<file path="src/rtl/mapper_mem_arbiter.sv">
// Cartridge memory port arbiter: shares one req/ack memory port between CPU (via mapper),
// ROM loader and SRAM backup DMA, one transaction at a time, with hung-access timeout.
module mapper_mem_arbiter #(
  parameter int unsigned ADDR_W  = 27,
  parameter int unsigned TIMEOUT = 255
) (
  input  logic              clk,
  input  logic              reset,
  input  logic              cpu_req,
  input  logic [ADDR_W-1:0] cpu_addr,
  input  logic              cpu_rnw,
  input  logic              cpu_sram,
  input  logic [7:0]        cpu_wdata,
  output logic [7:0]        cpu_rdata,
  output logic              cpu_wait,
  input  logic              ld_req,
  input  logic [ADDR_W-1:0] ld_addr,
  input  logic [7:0]        ld_wdata,
  output logic              ld_ack,
  input  logic              bk_req,
  input  logic [ADDR_W-1:0] bk_addr,
  input  logic              bk_rnw,
  input  logic [7:0]        bk_wdata,
  output logic [7:0]        bk_rdata,
  output logic              bk_ack,
  output logic              mem_req,
  output logic [ADDR_W-1:0] mem_addr,
  output logic              mem_rnw,
  output logic              mem_sram,
  output logic [7:0]        mem_wdata,
  input  logic              mem_ack,
  input  logic [7:0]        mem_rdata,
  output logic              err_overrun,
  output logic              err_timeout
);

  localparam int unsigned      CNT_W    = 8;
  localparam logic [CNT_W-1:0] CNT_LAST = CNT_W'(TIMEOUT - 1);

  typedef enum logic {S_IDLE, S_BUSY} state_t;
  typedef enum logic [1:0] {OWN_CPU, OWN_LD, OWN_BK} owner_t;

  state_t            r_state, w_state_nxt;
  owner_t            r_owner, w_owner_nxt;
  owner_t            r_last, w_last_nxt;
  logic [CNT_W-1:0]  r_cnt, w_cnt_nxt;

  logic              r_cpu_pend;
  logic [ADDR_W-1:0] r_cpu_addr;
  logic              r_cpu_rnw;
  logic              r_cpu_sram;
  logic [7:0]        r_cpu_wdata;
  logic              r_err_overrun;

  logic              r_mem_req, w_mem_req_nxt;
  logic [ADDR_W-1:0] r_mem_addr, w_mem_addr_nxt;
  logic              r_mem_rnw, w_mem_rnw_nxt;
  logic              r_mem_sram, w_mem_sram_nxt;
  logic [7:0]        r_mem_wdata, w_mem_wdata_nxt;
  logic [7:0]        r_cpu_rdata, w_cpu_rdata_nxt;
  logic [7:0]        r_bk_rdata, w_bk_rdata_nxt;
  logic              r_ld_ack, w_ld_ack_nxt;
  logic              r_bk_ack, w_bk_ack_nxt;
  logic              r_err_timeout, w_err_timeout_nxt;

  logic              w_cpu_new;
  logic              w_cpu_avail;
  logic              w_cpu_wins;
  logic              w_cpu_done;
  logic              w_end;
  logic [7:0]        w_rd;

  // ROM writes (write with sram=0) never become pending: they are dropped at the strobe
  assign w_cpu_new   = cpu_req & ~r_cpu_pend & (cpu_rnw | cpu_sram);
  assign w_cpu_avail = r_cpu_pend | w_cpu_new;
  assign w_cpu_wins  = w_cpu_avail & (~bk_req | (r_last == OWN_BK));
  assign w_end       = mem_ack | (r_cnt == CNT_LAST);
  assign w_rd        = mem_ack ? mem_rdata : 8'hFF;

  // CPU request latch and overrun detection
  always_ff @(posedge clk or posedge reset) begin
    if (reset) begin
      r_cpu_pend    <= 1'b0;
      r_cpu_addr    <= '0;
      r_cpu_rnw     <= 1'b0;
      r_cpu_sram    <= 1'b0;
      r_cpu_wdata   <= '0;
      r_err_overrun <= 1'b0;
    end else begin
      if (w_cpu_new) begin
        r_cpu_pend  <= 1'b1;
        r_cpu_addr  <= cpu_addr;
        r_cpu_rnw   <= cpu_rnw;
        r_cpu_sram  <= cpu_sram;
        r_cpu_wdata <= cpu_wdata;
      end else if (w_cpu_done) begin
        r_cpu_pend  <= 1'b0;
      end
      if (cpu_req && r_cpu_pend) r_err_overrun <= 1'b1;
    end
  end

  // Arbitration FSM: next-state and next-output logic
  always_comb begin
    w_state_nxt       = r_state;
    w_owner_nxt       = r_owner;
    w_last_nxt        = r_last;
    w_cnt_nxt         = r_cnt;
    w_mem_req_nxt     = r_mem_req;
    w_mem_addr_nxt    = r_mem_addr;
    w_mem_rnw_nxt     = r_mem_rnw;
    w_mem_sram_nxt    = r_mem_sram;
    w_mem_wdata_nxt   = r_mem_wdata;
    w_cpu_rdata_nxt   = r_cpu_rdata;
    w_bk_rdata_nxt    = r_bk_rdata;
    w_ld_ack_nxt      = 1'b0;
    w_bk_ack_nxt      = 1'b0;
    w_err_timeout_nxt = r_err_timeout;
    w_cpu_done        = 1'b0;
    unique case (r_state)
      S_IDLE: begin
        if (ld_req || w_cpu_avail || bk_req) begin
          w_state_nxt   = S_BUSY;
          w_cnt_nxt     = '0;
          w_mem_req_nxt = 1'b1;
          if (ld_req) begin
            w_owner_nxt     = OWN_LD;
            w_mem_addr_nxt  = ld_addr;
            w_mem_rnw_nxt   = 1'b0;
            w_mem_sram_nxt  = 1'b0;
            w_mem_wdata_nxt = ld_wdata;
          end else if (w_cpu_wins) begin
            w_owner_nxt     = OWN_CPU;
            w_mem_addr_nxt  = r_cpu_pend ? r_cpu_addr  : cpu_addr;
            w_mem_rnw_nxt   = r_cpu_pend ? r_cpu_rnw   : cpu_rnw;
            w_mem_sram_nxt  = r_cpu_pend ? r_cpu_sram  : cpu_sram;
            w_mem_wdata_nxt = r_cpu_pend ? r_cpu_wdata : cpu_wdata;
          end else begin
            w_owner_nxt     = OWN_BK;
            w_mem_addr_nxt  = bk_addr;
            w_mem_rnw_nxt   = bk_rnw;
            w_mem_sram_nxt  = 1'b1;
            w_mem_wdata_nxt = bk_wdata;
          end
        end
      end
      S_BUSY: begin
        if (w_end) begin
          w_state_nxt   = S_IDLE;
          w_mem_req_nxt = 1'b0;
          if (!mem_ack) w_err_timeout_nxt = 1'b1;
          unique case (r_owner)
            OWN_CPU: begin
              if (r_mem_rnw) w_cpu_rdata_nxt = w_rd;
              w_cpu_done = 1'b1;
              w_last_nxt = OWN_CPU;
            end
            OWN_BK: begin
              if (r_mem_rnw) w_bk_rdata_nxt = w_rd;
              w_bk_ack_nxt = 1'b1;
              w_last_nxt   = OWN_BK;
            end
            default: w_ld_ack_nxt = 1'b1;
          endcase
        end else begin
          w_cnt_nxt = r_cnt + CNT_W'(1);
        end
      end
      default: w_state_nxt = S_IDLE;
    endcase
  end

  // Arbitration FSM: state and registered outputs
  always_ff @(posedge clk or posedge reset) begin
    if (reset) begin
      r_state       <= S_IDLE;
      r_owner       <= OWN_CPU;
      r_last        <= OWN_BK;
      r_cnt         <= '0;
      r_mem_req     <= 1'b0;
      r_mem_addr    <= '0;
      r_mem_rnw     <= 1'b0;
      r_mem_sram    <= 1'b0;
      r_mem_wdata   <= '0;
      r_cpu_rdata   <= 8'hFF;
      r_bk_rdata    <= 8'hFF;
      r_ld_ack      <= 1'b0;
      r_bk_ack      <= 1'b0;
      r_err_timeout <= 1'b0;
    end else begin
      r_state       <= w_state_nxt;
      r_owner       <= w_owner_nxt;
      r_last        <= w_last_nxt;
      r_cnt         <= w_cnt_nxt;
      r_mem_req     <= w_mem_req_nxt;
      r_mem_addr    <= w_mem_addr_nxt;
      r_mem_rnw     <= w_mem_rnw_nxt;
      r_mem_sram    <= w_mem_sram_nxt;
      r_mem_wdata   <= w_mem_wdata_nxt;
      r_cpu_rdata   <= w_cpu_rdata_nxt;
      r_bk_rdata    <= w_bk_rdata_nxt;
      r_ld_ack      <= w_ld_ack_nxt;
      r_bk_ack      <= w_bk_ack_nxt;
      r_err_timeout <= w_err_timeout_nxt;
    end
  end

  assign cpu_wait    = cpu_req | r_cpu_pend;
  assign cpu_rdata   = r_cpu_rdata;
  assign bk_rdata    = r_bk_rdata;
  assign ld_ack      = r_ld_ack;
  assign bk_ack      = r_bk_ack;
  assign mem_req     = r_mem_req;
  assign mem_addr    = r_mem_addr;
  assign mem_rnw     = r_mem_rnw;
  assign mem_sram    = r_mem_sram;
  assign mem_wdata   = r_mem_wdata;
  assign err_overrun = r_err_overrun;
  assign err_timeout = r_err_timeout;

endmodule
</file>
<file path="config.mk">
export PLATFORM = sky130hd
export DESIGN_NAME = mapper_mem_arbiter
export DESIGN_NICKNAME = d
export VERILOG_FILES = /design/src/rtl/mapper_mem_arbiter.sv
export SDC_FILE = /design/constraint.sdc
export NUM_CORES = 1
export LEC_CHECK = 0
export BUFFER_PORTS_ARGS = -buffer_cell sky130_fd_sc_hd__buf_2
export CAP_MARGIN = 20
export CORE_ASPECT_RATIO = 1.2
export CORE_MARGIN = 5
export CORE_UTILIZATION = 35
export DETAILED_ROUTE_END_ITERATION = 8
export MAX_ROUTING_LAYER = met4
export PLACE_DENSITY = 0.7
export SYNTH_ARGS = -nofsm -noshare
export SYNTH_HDL_FRONTEND = slang
export SYNTH_SLANG_ARGS = --single-unit
</file>
<file path="constraint.sdc">
create_clock -name clk -period 4.18 [get_ports clk]
set_input_delay 0.836 -clock clk [delete_from_list [all_inputs] [get_ports clk]]
set_output_delay 0.836 -clock clk [all_outputs]
set_load 0.01 [all_outputs]
</file>
==> Implementation_results.wiki <==
{| class="wikitable"
! Metric !! Value
|-
| Result of the run || finished clean
|-
| Time the worst path needs with I/O delays and setup || 2.84 ns
|-
| Total number of nets in the final design || 790
|-
| Overflow after GRT || 0
|-
| Relative max-transition margin || 36.5%
|-
| Die Ht || 145 um
|-
| CTS resizes || 0
|-
| Worst Max-Slew Pin Slew || 0.953 ns
|-
| CTS Sinks || 108
|-
| Length in cells of the worst reg-to-reg path || 5
|-
| Violation count after the first detailed-route iteration || 298
|-
| Routability congestion estimate from global placement || 0.824
|-
| Endpoints failing setup || 0
|-
| Placeable Area || 15000 um^2
|-
| Element type at the critical path end || output port
|-
| Layout cell share with drive strength beyond 1 || 41.4%
|-
| Area after detailed placement || 6400 um^2
|-
| Fin area || 6690 um^2
|-
| Post-CTS Setup Bufs || 0
|-
| Post-synthesis average cell area || 10.6 um^2
|-
| Filler cell count in the final layout || 1498
|-
| Number of top-level pins || 181
|-
| Routed via count divided by cell count || 5.13
|-
| Power per Cell Area || 724 nW/um^2
|-
| Setup slack, reg-to-reg || 1.62 ns
|-
| Mapped Nets || 628
|-
| Setup CP Type || register to output port
|-
| Overall routing resource usage || 17.9%
|-
| Total of buffers placed on input and output ports || 180
|-
| Number of warnings reported in the yosys synthesis log || 0
|-
| Maximum number of pins on one net before global-route repair || 72
|-
| Critical path fanouts, max || 29
|-
| Count of flip-flops with a built-in enable after synthesis || 0
|-
| Final setup skew || 0.00686 ns
|-
| CTS root buffer || sky130_fd_sc_hd__clkbuf_16
|-
| Part of the cycle the worst path needs || 67.9%
|-
| Number of H-tree levels || 3
|-
| Residual antenna-violating net count after detailed routing || 0
|-
| Netlist area before placement || 5340 um^2
|-
| Worst Hold Depth || 1
|-
| Unrepaired setup endpoints after global routing || no
|-
| Peak supply drop || 0.000269 V
|-
| Total wire length after detailed routing || 15700 um
|-
| Max Buffers Root-to-Sink || 2
|-
| Top library cells by usage in the layout, fill and taps aside || sky130_fd_sc_hd__buf_2, sky130_fd_sc_hd__dfrtp_1, sky130_fd_sc_hd__nand2_1
|-
| Number of global-route vias before repair || 4688
|-
| Post-Synthesis Cells || 504
|-
| Signal arrival time at the worst endpoint || 2.00 ns
|-
| Total iterations of the first detailed-routing run || 4
|-
| CP Launch Type || register
|-
| Total CTS buffers || 9
|-
| Share of flip-flops with an asynchronous set or reset after synthesis || 100%
|-
| Clock insertion delay at the later pin of the skew report || 0.35 ns
|-
| Row count || 49
|-
| Area share of the leading cell type in the synthesized netlist || 42.6%
|-
| Most common library cell in the layout ignoring fill and taps || sky130_fd_sc_hd__buf_2
|-
| Fmax || 353 MHz
|-
| Mean routed wirelength per cell || 17.8 um
|-
| Register bit count reported by yosys || 108
|-
| Total count of hold-check failures in the final report || 0
|-
| Maxcap violations || 0
|-
| Most instantiated flip-flop cell in the synthesis netlist || sky130_fd_sc_hd__dfrtp_1
|-
| Area added between synthesis and finish || 25.2%
|-
| Largest area contributor in the synthesized netlist || sky130_fd_sc_hd__dfrtp_1
|-
| Placed wire-length estimate || 11400 um
|-
| Via Count || 4512
|-
| TritonCTS clock tree || yes
|-
| Fraction of the yosys area taken by sequential cells || 51.0%
|-
| Cts-stage hold buffer count || 0
|-
| Antenna violations before repair || 4
|-
| Setup TNS after final layout || 0 ns
|-
| Global-route wire length before repair || 24400 um
|-
| Number of pins with negative max-slew slack in the final report || 0
|-
| Reg clk slew, reported paths || 0.08 ns
|-
| Count of unresolved DRC violations after routing || 0
|-
| Path class of the lowest-slack min-delay path || register to register
|-
| Die W || 123 um
|-
| Starting density of the core || 35.6%
|-
| Top area cells in the synthesized netlist || sky130_fd_sc_hd__dfrtp_1, sky130_fd_sc_hd__dfstp_2, sky130_fd_sc_hd__mux2_2, sky130_fd_sc_hd__mux2i_1, sky130_fd_sc_hd__nand2_1
|-
| Distinct cell type count after synthesis || 47
|-
| Die area || 17900 um^2
|-
| Leak Pwr || 0.00325 uW
|-
| Data required time of the worst path || 3.34 ns
|}
worst max-delay path, stage by stage, from the launching register on:
cell and delay (ns):
sky130_fd_sc_hd__dfrtp_2 0.96, sky130_fd_sc_hd__buf_4 0.40, sky130_fd_sc_hd__or2_2 0.16, sky130_fd_sc_hd__buf_2 0.12
logic make-up (layout without fill, tap and decap cells):
logic type / Yosys count / after routing / share of synthesized area [%]
other: 0 / 4 / 0
buffers and inverters: 47 / 214 / 4.50
flip-flops: 108 / 108 / 51.0
multiplexers: 75 / 75 / 14.9
AO/OA/AOI/OAI: 113 / 113 / 15.5
AND/OR/NAND/NOR: 159 / 159 / 13.6
adder cells (fa/ha/maj): 2 / 2 / 0.468
final timing paths:
check	startpoint	endpoint
setup reg to reg	r_cpu_pend$_DFFE_PP0P_	mem_addr[26]$_DFFE_PP0P_
setup / recovery	r_cpu_pend$_DFFE_PP0P_	cpu_wait
hold / removal	err_overrun$_DFFE_PP0P_	err_overrun$_DFFE_PP0P_
hold reg to reg	err_overrun$_DFFE_PP0P_	err_overrun$_DFFE_PP0P_
max in group asynchronous	reset	bk_rdata[7]$_DFFE_PP1P_
min in group asynchronous	reset	mem_addr[21]$_DFFE_PP0P_
synthesized netlist by cell type, types with 2 or more instances:
cell type                   number
sky130_fd_sc_hd__dfrtp_1        91
sky130_fd_sc_hd__and2_1          3
sky130_fd_sc_hd__nand2_1        83
sky130_fd_sc_hd__a21o_1          5
sky130_fd_sc_hd__o211ai_1       36
sky130_fd_sc_hd__a211o_1         2
sky130_fd_sc_hd__clkbuf_1       13
sky130_fd_sc_hd__o21ai_0         4
sky130_fd_sc_hd__nand3_1        37
sky130_fd_sc_hd__a211o_2         2
sky130_fd_sc_hd__and3_1          3
sky130_fd_sc_hd__nor2_1         10
sky130_fd_sc_hd__o22ai_1        35
sky130_fd_sc_hd__nor3_1          5
sky130_fd_sc_hd__nand2b_1        2
sky130_fd_sc_hd__ha_1            2
sky130_fd_sc_hd__a2bb2oi_1       8
sky130_fd_sc_hd__o32a_1          8
sky130_fd_sc_hd__a21oi_1         4
sky130_fd_sc_hd__nor3b_1         2
sky130_fd_sc_hd__buf_2          15
sky130_fd_sc_hd__buf_4          12
sky130_fd_sc_hd__dfstp_2        17
sky130_fd_sc_hd__mux2i_1        37
sky130_fd_sc_hd__nor2b_1         3
sky130_fd_sc_hd__mux2_2         38
sky130_fd_sc_hd__nor2_2          2
sky130_fd_sc_hd__inv_1           6
state kept, by name (all words and copies together) (netlist names):
name         cells
mem_addr        27
err_overrun      1
cpu_rdata        8
r_cpu_pend       1
r_cpu_wdata      8
err_timeout      1
r_last           1
bk_ack           1
mem_wdata        8
bk_rdata         8
mem_sram         1
r_owner          2
r_state          1
mem_rnw          1
ld_ack           1
r_cpu_addr      27
r_cnt            8
r_cpu_rnw        1
r_cpu_sram       1
mem_req          1
power by group:
| group | leakage, uW | internal (uW) | switching, uW | total [uW] |
|---|---|---|---|---|
| clock | 0.000137 | 413 | 413 | 826 |
| combinational | 0.00183 | 982 | 1110 | 2090 |
| sequential | 0.00128 | 1590 | 347 | 1930 |
metrics by stage:
stage / worst slack [ns] / utilization (%) / total power [uW] / hold WS (ns) / cells
after floorplan: 0.527 / - / 3360 / 0.439 / 504
after global placement: 1.45 / 42.6 / 4010 / 0.442 / 859
after detailed placement: 1.41 / 42.6 / 4060 / 0.449 / 859
after CTS: 1.35 / 44.5 / 4890 / 0.472 / 875
after global routing: 1.28 / 44.6 / 5190 / 0.486 / 879
final: 1.34 / 44.6 / 4850 / 0.472 / 879
cell type report:
class,instances,area (um^2),area share [%]
Tap cell,204,255,3.81
Inverter,7,28.8,0.430
Clock inverter,7,60.1,0.897
Antenna cell,4,10.0,0.150
Sequential cell,108,2730,40.7
Clock buffer,9,225,3.37
Timing Repair Buffer,191,996,14.9
Multi-Input combinational cell,349,2390,35.7
metal layers:
layer | wire length, um | track usage (%) | up-vias
met3 | 755 | 3.58 | 43
li1 | - | - | 2175
met5 | 0 | - | -
met1 | 6610 | 22.1 | 2143
met4 | 622 | 7.73 | 0
met2 | 7690 | 28.4 | 151
Note: power is estimated with default switching activity, not from simulation.
